**config.mk**
```make
export PLATFORM = sky130hd
export DESIGN_NAME = bram_axis_m_intf
export DESIGN_NICKNAME = d
export VERILOG_FILES = /design/src/rtl/bram_axis_m_intf_pkg.sv /design/src/rtl/bram_axis_m_fifo2.sv /design/src/rtl/bram_axis_m_intf.sv
export SDC_FILE = /design/constraint.sdc
export NUM_CORES = 1
export LEC_CHECK = 0
export BUFFER_PORTS_ARGS = -buffer_cell sky130_fd_sc_hd__buf_2
export CAP_MARGIN = 20
export CORE_MARGIN = 3
export CORE_UTILIZATION = 46
export CTS_CLUSTER_DIAMETER = 30
export DETAILED_ROUTE_END_ITERATION = 16
export HOLD_SLACK_MARGIN = 0.03
export PLACE_DENSITY_LB_ADDON = 0.1
export SLEW_MARGIN = 20
export SYNTH_ARGS = -nofsm -noshare
export SYNTH_HDL_FRONTEND = slang
export SYNTH_SLANG_ARGS = --single-unit
```
**constraint.sdc**
```tcl
create_clock -name m00_axis_aclk -period 4.7 [get_ports m00_axis_aclk]
set_input_delay 0.235 -clock m00_axis_aclk [delete_from_list [all_inputs] [get_ports m00_axis_aclk]]
set_output_delay 0.235 -clock m00_axis_aclk [all_outputs]
set_load 0.005 [all_outputs]
```
**src/rtl/bram_axis_m_intf_pkg.sv**
```systemverilog
// -----------------------------------------------------------------------------
// bram_axis_pkg
// Shared types and constants for the BRAM-to-AXIS master reader.
//   state_e     : controller FSM states (idle / streaming a run)
//   RD_LATENCY  : BRAM read latency in clock cycles
//   OBUF_DEPTH  : number of entries in the output buffer
// -----------------------------------------------------------------------------
package bram_axis_pkg;

  typedef enum logic [0:0] {
    ST_IDLE   = 1'b0,
    ST_STREAM = 1'b1
  } state_e;

  localparam int RD_LATENCY = 1;
  localparam int OBUF_DEPTH = 2;

endpackage

```
**src/rtl/bram_axis_m_fifo2.sv**
```systemverilog
// -----------------------------------------------------------------------------
// bram_axis_m_fifo2
// Two-entry FIFO holding {tlast, data} words returned by the BRAM.
// Ports:
//   clk, rst_n : clock, synchronous active-low reset (empties the FIFO)
//   push, din  : write request and word
//   pop        : read request (advances the head)
//   head       : oldest stored word (all zeros after reset)
//   empty/full : occupancy flags
//   count      : number of stored words (0..2)
// A push while full is accepted only when a pop happens in the same cycle.
// -----------------------------------------------------------------------------
module bram_axis_m_fifo2
  import bram_axis_pkg::*;
#(
  parameter int W = 33
) (
  input  logic         clk,
  input  logic         rst_n,
  input  logic         push,
  input  logic         pop,
  input  logic [W-1:0] din,
  output logic [W-1:0] head,
  output logic         empty,
  output logic         full,
  output logic [1:0]   count
);

  logic [W-1:0] mem_q [2];
  logic [W-1:0] mem_d [2];
  logic         wr_ptr_q, wr_ptr_d;
  logic         rd_ptr_q, rd_ptr_d;
  logic [1:0]   count_q, count_d;
  logic         do_push_s;
  logic         do_pop_s;

  // Next-state computation for storage, pointers and occupancy.
  always_comb begin
    mem_d     = mem_q;
    wr_ptr_d  = wr_ptr_q;
    rd_ptr_d  = rd_ptr_q;
    count_d   = count_q;
    do_pop_s  = pop && (count_q != 2'd0);
    do_push_s = push && ((count_q != 2'(OBUF_DEPTH)) || do_pop_s);

    if (do_push_s) begin
      mem_d[wr_ptr_q] = din;
      wr_ptr_d        = ~wr_ptr_q;
    end else begin
      wr_ptr_d = wr_ptr_q;
    end

    if (do_pop_s) begin
      rd_ptr_d = ~rd_ptr_q;
    end else begin
      rd_ptr_d = rd_ptr_q;
    end

    // Simultaneous push and pop leaves the occupancy unchanged.
    case ({do_push_s, do_pop_s})
      2'b10:   count_d = count_q + 2'd1;
      2'b01:   count_d = count_q - 2'd1;
      default: count_d = count_q;
    endcase
  end

  // Storage and pointer registers.
  always_ff @(posedge clk) begin
    if (!rst_n) begin
      mem_q[0] <= '0;
      mem_q[1] <= '0;
      wr_ptr_q <= 1'b0;
      rd_ptr_q <= 1'b0;
      count_q  <= 2'd0;
    end else begin
      mem_q    <= mem_d;
      wr_ptr_q <= wr_ptr_d;
      rd_ptr_q <= rd_ptr_d;
      count_q  <= count_d;
    end
  end

  assign head  = mem_q[rd_ptr_q];
  assign empty = (count_q == 2'd0);
  assign full  = (count_q == 2'(OBUF_DEPTH));
  assign count = count_q;

endmodule

```
**src/rtl/bram_axis_m_intf.sv**
```systemverilog
// -----------------------------------------------------------------------------
// bram_axis_m_intf
// Reads a contiguous run of words from a BRAM port and emits them as an
// AXI4-Stream master, with tlast on the final word of the run.
// Ports:
//   m00_axis_aclk / m00_axis_aresetn : clock, synchronous active-low reset
//   start, start_addr, xfer_len      : run command (taken only when idle;
//                                      xfer_len == 0 is ignored)
//   busy, done                       : run in progress / one-cycle completion
//   bram_clk/addr/en/wen/rdata       : BRAM read port (1-cycle read latency)
//   m00_axis_t*                      : AXI4-Stream master
// Reads are issued only when the output buffer is guaranteed to have room
// for the returning word, which lets one beat per cycle flow with tready high
// while never overflowing the two-entry buffer.
// -----------------------------------------------------------------------------
module bram_axis_m_intf
  import bram_axis_pkg::*;
#(
  parameter int C_M00_AXIS_TDATA_WIDTH = 32,
  parameter int BRAM_DEPTH             = 13
) (
  input  logic                                  m00_axis_aclk,
  input  logic                                  m00_axis_aresetn,
  input  logic                                  start,
  input  logic [BRAM_DEPTH-1:0]                 start_addr,
  input  logic [BRAM_DEPTH:0]                   xfer_len,
  output logic                                  busy,
  output logic                                  done,
  output logic                                  bram_clk,
  output logic [BRAM_DEPTH-1:0]                 bram_addr,
  output logic                                  bram_en,
  output logic                                  bram_wen,
  input  logic [C_M00_AXIS_TDATA_WIDTH-1:0]     bram_rdata,
  output logic                                  m00_axis_tvalid,
  output logic [C_M00_AXIS_TDATA_WIDTH-1:0]     m00_axis_tdata,
  output logic [C_M00_AXIS_TDATA_WIDTH/8-1:0]   m00_axis_tstrb,
  output logic                                  m00_axis_tlast,
  input  logic                                  m00_axis_tready
);

  localparam int DW = C_M00_AXIS_TDATA_WIDTH;
  localparam int AW = BRAM_DEPTH;
  localparam logic [AW:0] CNT_ONE = {{AW{1'b0}}, 1'b1};

  state_e        state_q, state_d;
  logic [AW-1:0] base_q, base_d;
  logic [AW:0]   len_q, len_d;
  logic [AW:0]   issued_q, issued_d;
  logic          inflight_q, inflight_d;
  logic          inflight_last_q, inflight_last_d;
  logic          done_q, done_d;

  logic          issue_s;
  logic [AW-1:0] rd_addr_s;
  logic          pop_s;
  logic          push_s;
  logic [2:0]    credit_s;
  logic [DW:0]   fifo_head_s;
  logic          fifo_empty_s;
  logic          fifo_full_s;
  logic [1:0]    fifo_count_s;

  // Returned word is tagged with tlast when it was the final read of the run.
  bram_axis_m_fifo2 #(
    .W(DW + 1)
  ) u_obuf (
    .clk   (m00_axis_aclk),
    .rst_n (m00_axis_aresetn),
    .push  (push_s),
    .pop   (pop_s),
    .din   ({inflight_last_q, bram_rdata}),
    .head  (fifo_head_s),
    .empty (fifo_empty_s),
    .full  (fifo_full_s),
    .count (fifo_count_s)
  );

  assign pop_s  = !fifo_empty_s && m00_axis_tready;
  assign push_s = inflight_q && (!fifo_full_s || pop_s);

  // Buffer occupancy after this edge: the read in flight lands now, the
  // handshaken beat leaves now. A new read lands one edge later.
  assign credit_s = {1'b0, fifo_count_s} + {2'b00, inflight_q} - {2'b00, pop_s};

  // FSM next state, read issue and run bookkeeping.
  always_comb begin
    state_d         = state_q;
    base_d          = base_q;
    len_d           = len_q;
    issued_d        = issued_q;
    inflight_d      = 1'b0;
    inflight_last_d = 1'b0;
    done_d          = 1'b0;
    issue_s         = 1'b0;
    rd_addr_s       = '0;

    case (state_q)
      ST_IDLE: begin
        if (start && (xfer_len != '0)) begin
          state_d  = ST_STREAM;
          base_d   = start_addr;
          len_d    = xfer_len;
          issued_d = '0;
        end else begin
          state_d = ST_IDLE;
        end
      end

      ST_STREAM: begin
        if ((issued_q < len_q) && (credit_s < 3'(OBUF_DEPTH))) begin
          issue_s         = 1'b1;
          // Address arithmetic wraps at the BRAM size.
          rd_addr_s       = base_q + issued_q[AW-1:0];
          issued_d        = issued_q + CNT_ONE;
          inflight_d      = 1'b1;
          inflight_last_d = (issued_q == (len_q - CNT_ONE));
        end else begin
          issue_s = 1'b0;
        end

        if (pop_s && fifo_head_s[DW]) begin
          state_d = ST_IDLE;
          done_d  = 1'b1;
        end else begin
          state_d = ST_STREAM;
        end
      end

      default: begin
        state_d = ST_IDLE;
      end
    endcase
  end

  // Control registers; reset aborts any run and drops the read in flight.
  always_ff @(posedge m00_axis_aclk) begin
    if (!m00_axis_aresetn) begin
      state_q         <= ST_IDLE;
      base_q          <= '0;
      len_q           <= '0;
      issued_q        <= '0;
      inflight_q      <= 1'b0;
      inflight_last_q <= 1'b0;
      done_q          <= 1'b0;
    end else begin
      state_q         <= state_d;
      base_q          <= base_d;
      len_q           <= len_d;
      issued_q        <= issued_d;
      inflight_q      <= inflight_d;
      inflight_last_q <= inflight_last_d;
      done_q          <= done_d;
    end
  end

  assign busy            = (state_q == ST_STREAM);
  assign done            = done_q;
  assign bram_clk        = m00_axis_aclk;
  assign bram_en         = issue_s;
  assign bram_addr       = rd_addr_s;
  assign bram_wen        = 1'b0;
  assign m00_axis_tvalid = !fifo_empty_s;
  assign m00_axis_tdata  = fifo_head_s[DW-1:0];
  // Gate the tag so a stale entry never shows tlast while the buffer is empty.
  assign m00_axis_tlast  = !fifo_empty_s && fifo_head_s[DW];
  assign m00_axis_tstrb  = {(DW/8){1'b1}};

endmodule

```
==> flow_metrics.tcl, run 1 <==
set metrics [dict create \
    hold_class "primary input to register" \
    synth_area_um2 6090 \
    power_frac_comb_pct 19.4 \
    switching_share_pct 27.5 \
    die_area_um2 14700 \
    synth_top_area_share_pct 37.8 \
    synth_ff_type "dfxtp_1" \
    async_flop_share_pct 0 \
    relSlewSlack_pct 30.8 \
    rrSetupSlack_ns 1.01 \
    met2_usage_pct 38.6 \
    drc 0 \
    status "finished clean" \
    die_h_um 121 \
    crit_fanout 18 \
    yosysWarnings 0 \
    grt_max_degree 64 \
    netlist_top_cells_count "162 x nand2_1, 115 x dfxtp_1, 79 x a21oi_1" \
    insertion_delay_ns 0.52 \
    syn_inst 746 \
    antenna_found_initial 0 \
    core_um2 12800 \
    crit_type "register to output port" \
    grt_pass1_vias 5533 \
    wl_per_cell_um 14.5 \
    tightest_slew_ns 1.04 \
    fin_ws_ns 0.332 \
    fin_nets 1003 \
    p_int_mw 2.19 \
    synth_most_common_cell "nand2_1" \
    path_clk_slew_ns 0.05 \
    cp_data_arrival_time_ns 4.13 \
    worstSetupStartpointType "register" \
    numPortBuffers 113 \
    synth-edff-count 0 \
    avgSynthCellArea_um2 8.17 \
    wl_mm 15.9 \
    post_route_cells_drive_above_1_share_pct 21.5 \
    hold_viol_final 0 \
    switchingPower_mw 0.829 \
    grt_pass1_wl_mm 25.6 \
    power_density_nw_per_um2 377 \
    track_usage_pct 21.8 \
    cts_setup_buffers 0 \
    cp.required_ns 4.47 \
    ys_types 58 \
    synthToLayoutAreaGrowth_pct 31.2 \
    skew_ns 0.00617 \
    drv_slew 0 \
    final.period_utilization_pct 92.9 \
    ant_nets 0 \
    drv_cap 0 \
    p_leak_nw 3.46 \
    end_kind "output port" \
    start_util_pct 47.7 \
    fp-row-count 41 \
    critPathTopFamily "simple AND/OR/NAND/NOR gates" \
    ioPinCount 119 \
    setup_tns_ns 0 \
    grt_overflow 0 \
    hpwl_mm 10.7 \
    slowest_stage "fa_1" \
    synth_seq_area_share_pct 37.8 \
    via_count 5667 \
    cpMostUsedCell "inv_1" \
    min_period_ns 4.37 \
    peakVddDrop_v 0.000290 \
    finalSetupViolCount 0 \
    drt_iter0_drc 294 \
    ys_ff_latch 115 \
    via_per_inst 5.19 \
    gr-max-usage-layer "met2" \
    grt_setup_unrepaired "no" \
    n_antenna_cell 0 \
    synth_area_leaders "dfxtp_1 38%, nand2_1 10%, a21oi_1 6.5%" \
    die_w_um 121 \
    use_met1_pct 25.8 \
    drt_pass1_iterations 4 \
    crit_path_cell_trace "nor2_1 > inv_1 > and2_1 > ha_1 > nand2b_1 > fa_1 > and3b_1 > nand4_1 > nor3_4 > nand2_2 > inv_1 > o311ai_0 > nor3_1 > buf_2" \
    p_seq_share_pct 35.9 \
    slowest_delay_ns 0.48 \
    fmax_ghz 0.229 \
    cp_num_buf_inv 3 \
    synth_top_area_cell "dfxtp_1" \
    met3_usage_pct 5.41 \
    cts_tree "yes" \
    place_congestion 0.825 \
    power_frac_clock_pct 44.6 \
    dp_slack_ns 0.844 \
]
==> worst register-to-register path, stage by stage, from the launching register on <==
cell and delay (ns):
dfxtp_1 0.37, nor2_1 0.17, inv_1 0.07, and2_1 0.20, ha_1 0.28, nand2b_1 0.15, fa_1 0.48, and3b_1 0.16
nand4_1 0.14, nor3_4 0.41, nand2_2 0.32, inv_1 0.36, nand3_1 0.14, a2111oi_2 0.34
==> repair_timing <==
item	4_1_cts	5_1_grt
resized for setup	0	0
hold endpoints to repair	92	0
hold buffers	61	0
==> per-stage QoR <==
| step | instance area, µm² | total power [mW] | utilization (%) | cells | hold WS [ns] |
|---|---|---|---|---|---|
| after global placement | 6750 | 1.64 | 52.8 | 997 | 0.318 |
| final | 8000 | 3.02 | 62.6 | 1092 | 0.0629 |
| after detailed placement | 6750 | 1.66 | 52.8 | 997 | 0.318 |
| after CTS | 8000 | 3.04 | 62.6 | 1092 | 0.0564 |
| after floorplan | 6100 | 1.49 | - | 749 | 0.316 |
| after global routing | 8000 | 3.17 | 62.6 | 1092 | 0.0753 |
==> logic make-up (layout without fill, tap and decap cells) <==
logic type	Yosys count	count (layout)	share of synthesized area, %
AOI/OAI and AO/OA	122	122	11.8
xor gates and xnor gates	35	35	5.03
adders and majority gates	32	32	6.82
buffers and inverters	69	240	4.68
DFF	115	115	37.8
muxes	65	65	11.4
other	2	5	0.123
and+or+nand+nor	306	306	22.4
==> per-layer routing <==
metal,vias to the layer above,routed length [µm]
met5,-,0
met4,0,169
met1,2693,6970
met3,15,556
li1,2862,-
met2,97,8180
==> state kept, by name, indices dropped and copies added (netlist names), 2 cells and up <==
name / count
u_obuf.mem_q: 66
issued_q: 14
len_q: 14
u_obuf.count: 2
base_q: 13
==> layout make-up <==
class / count / area, µm²
flip-flops and latches: 115 / 2300
well taps: 172 / 215
inverters: 26 / 97.6
clock buffers: 26 / 564
fillers: 1105 / 4780
multi-input cells: 565 / 3520
clock inverters: 9 / 80.1
repair buffers: 179 / 1220
==> power by group through the flow <==
stage / clock network, mW / logic (mW) / registers, mW
after floorplan: 0.0138 / 0.388 / 1.09
after global placement: 0.00924 / 0.532 / 1.10
after detailed placement: 0.00924 / 0.546 / 1.10
after CTS: 1.37 / 0.589 / 1.08
after global routing: 1.43 / 0.649 / 1.09
final: 1.35 / 0.586 / 1.08
==> cell usage in the layout (no fill, tap or decap), drive strengths merged, types with 5 or more instances in the layout <==
cell type and n:
ha 30, buf 119, a21oi 79, clkinv 5, nand2b 5, xnor2 19, and3 8, nor4 5
o21ai 14, and2 6, a211oi 5, mux2i 32, nand2 163, nor2 62, inv 25, conb 5
dlygate4sd3 61, xor2 16, nor3 11, clkbuf 25, dfxtp 115, nand4 16, nand3 12, mux2 33
==> final timing paths <==
check | cells past startpoint | startpoint | to
max | 14 | u_obuf.count[1]$_SDFFE_PN0P_ | bram_addr[11]
min | 4 | m00_axis_tready | busy$_SDFF_PN0_
max reg2reg | 13 | u_obuf.count[1]$_SDFFE_PN0P_ | inflight_last_q$_SDFF_PN0_
min reg2reg | 2 | u_obuf.mem_q[26]$_SDFFE_PN0P_ | u_obuf.mem_q[26]$_SDFFE_PN0P_
No activity file was read; power rests on OpenSTA's default activity.
==> run 2, diff against run 1 <==
--- a/config.mk
+++ b/config.mk
@@ -8,7 +8,7 @@
 export BUFFER_PORTS_ARGS = -buffer_cell sky130_fd_sc_hd__buf_2
 export CAP_MARGIN = 20
 export CORE_MARGIN = 3
-export CORE_UTILIZATION = 46
+export CORE_UTILIZATION = 60
 export CTS_CLUSTER_DIAMETER = 30
 export DETAILED_ROUTE_END_ITERATION = 16
 export HOLD_SLACK_MARGIN = 0.03
==> flow_metrics.tcl, run 2 (same netlist as run 1, synthesis figures left out) <==
set metrics [dict create \
    status "finished clean" \
    grt_pass1_wl_mm 26.9 \
    power_density_nw_per_um2 375 \
    antenna_found_initial 0 \
    slowest_stage "fa_1" \
    die_h_um 107 \
    hold_depth 4 \
    setup_tns_ns 0 \
    ioPinCount 119 \
    skew_ns 0.0114 \
    crit_fanout 18 \
    crit_type "register to output port" \
    cp_data_arrival_time_ns 4.10 \
    core_um2 9820 \
    grt_overflow 0 \
    finalInstanceArea_um2 7910 \
    cp.required_ns 4.47 \
    drt_iter0_drc 442 \
    place_congestion 0.871 \
    fp-row-count 36 \
    ant_nets 0 \
    via_count 5912 \
    peakVddDrop_v 0.000227 \
    fin_nets 1003 \
    drv_cap 0 \
    regMostFlops "u_obuf.mem_q" \
    relSlewSlack_pct 46.5 \
    r2r-end "inflight_last_q$_SDFF_PN0_" \
    largest_reg_flops 66 \
    finalSetupViolCount 0 \
    hpwl_mm 10.1 \
    path_clk_slew_ns 0.05 \
    p_leak_nw 3.44 \
    end_kind "output port" \
    wl_per_cell_um 15.6 \
    drc 0 \
    grt_pass1_vias 5928 \
    cts_setup_buffers 0 \
    rrSetupSlack_ns 1.12 \
    drv_slew 0 \
    grt_setup_unrepaired "no" \
    worstSetupStartpointType "register" \
    cts_tree "yes" \
    grt_max_degree 58 \
    crit_path_cell_trace "nor2_1 > inv_1 > and2_1 > ha_1 > nand2b_1 > fa_1 > and3b_1 > nand4_1 > nor3_4 > nand2_2 > clkinvlp_4 > o311ai_0 > nor3_1 > buf_2" \
    drt_pass1_iterations 6 \
    synthToLayoutAreaGrowth_pct 29.9 \
    hold_path_end "busy$_SDFF_PN0_" \
    numPortBuffers 113 \
    final.period_utilization_pct 92.3 \
    min_period_ns 4.34 \
    tightest_slew_ns 0.802 \
    fmax_ghz 0.231 \
    track_usage_pct 29.1 \
    placed_cell_area_um2 6700 \
    hp-start "start" \
    die_w_um 107 \
    reg2regPathDepth 13 \
    r2r-start "u_obuf.count[1]$_SDFFE_PN0P_" \
    die_area_um2 11400 \
    start_util_pct 62.1 \
    hold_class "primary input to register" \
    slowest_delay_ns 0.48 \
    via_per_inst 5.61 \
    n_fill_cell 691 \
    n_antenna_cell 0 \
    insertion_delay_ns 0.62 \
    post_route_cells_drive_above_1_share_pct 21.5 \
    reg.largest.list "u_obuf.mem_q: 66 flops, issued_q: 14 flops, len_q: 14 flops" \
    hold_viol_final 0 \
    wl_mm 16.4 \
    layout_common_cells "162 x nand2_1, 115 x dfxtp_1, 113 x buf_2, 79 x a21oi_1" \
    layout_commonest_cell "nand2_1" \
]
[run 2: cell count changes in the layout (fill, tap and decap cells not counted)]
cell,previous run,this run
clkbuf_16,20,16
clkinvlp_4,4,1
clkbuf_1,1,3
clkbuf_8,4,6
clkinv_2,4,6
clkinv_4,0,2
bufinv_16,1,2
inv_1,24,23
[run 2: worst max path at each step]
stage	start	to	slack, ns	depth (start not counted)
after floorplan	u_obuf.count[1]$_SDFFE_PN0P_	bram_addr[12]	1.64	12
after global placement	u_obuf.count[1]$_SDFFE_PN0P_	bram_addr[11]	1.04	14
after detailed placement	u_obuf.count[1]$_SDFFE_PN0P_	bram_addr[11]	0.95	14
after CTS	u_obuf.count[1]$_SDFFE_PN0P_	bram_addr[11]	0.28	14
after global routing	u_obuf.count[1]$_SDFFE_PN0P_	bram_addr[11]	0.11	14
final	u_obuf.count[1]$_SDFFE_PN0P_	bram_addr[11]	0.36	14
[run 2: layer usage]
| layer | track usage [%] | wire, µm |
|---|---|---|
| met5 | 0 | 0 |
| met4 | 12.7 | 463 |
| met3 | 5.12 | 695 |
| met2 | 53.7 | 8710 |
| met1 | 32.5 | 6550 |
[run 2: metrics by stage]
stage / setup WS, ns / utilization (%) / power [mW] / std cells / hold WS (ns)
2_1_floorplan: 1.64 / - / 1.49 / 749 / 0.316
3_3_place_gp: 1.04 / 68.2 / 1.63 / 958 / 0.318
3_5_place_dp: 0.952 / 68.2 / 1.65 / 958 / 0.318
4_1_cts: 0.277 / 80.5 / 2.97 / 1054 / 0.263
5_1_grt: 0.109 / 80.6 / 3.09 / 1054 / 0.368
6_report: 0.362 / 80.6 / 2.97 / 1054 / 0.342
[run 2: timing repair]
action	in CTS	in global routing
hold buffers	61	0
gates resized for setup	0	1
endpoints found under the setup margin	0	1
hold endpoints to repair	94	0
[run 2: critical path, delay by kind of cell (launching register included)]
family,cells,cell delay [ns]
adder cells (fa/ha/maj),2,0.75
AO/OA/AOI/OAI,1,0.16
buffers and inverters,3,0.49
AND/OR/NAND/NOR,8,1.70
flip-flops,1,0.37
[run 2: power by group]
part	leakage [nW]	internal, mW	total, mW	switching, mW
logic	2.20	0.263	0.584	0.321
registers	0.933	1.04	1.09	0.0579
clock network	0.308	0.837	1.29	0.450
total	3.44	2.14	2.97	0.829
[run 2: area by class of cell]
class	instances	area, µm²	area share, %
Clock buffer	26	499	6.31
Clock inverter	10	108	1.36
Inverter	26	101	1.28
Multi-Input combinational cell	565	3520	44.5
Sequential cell	115	2300	29.1
Tap cell	133	166	2.10
Timing Repair Buffer	179	1220	15.4
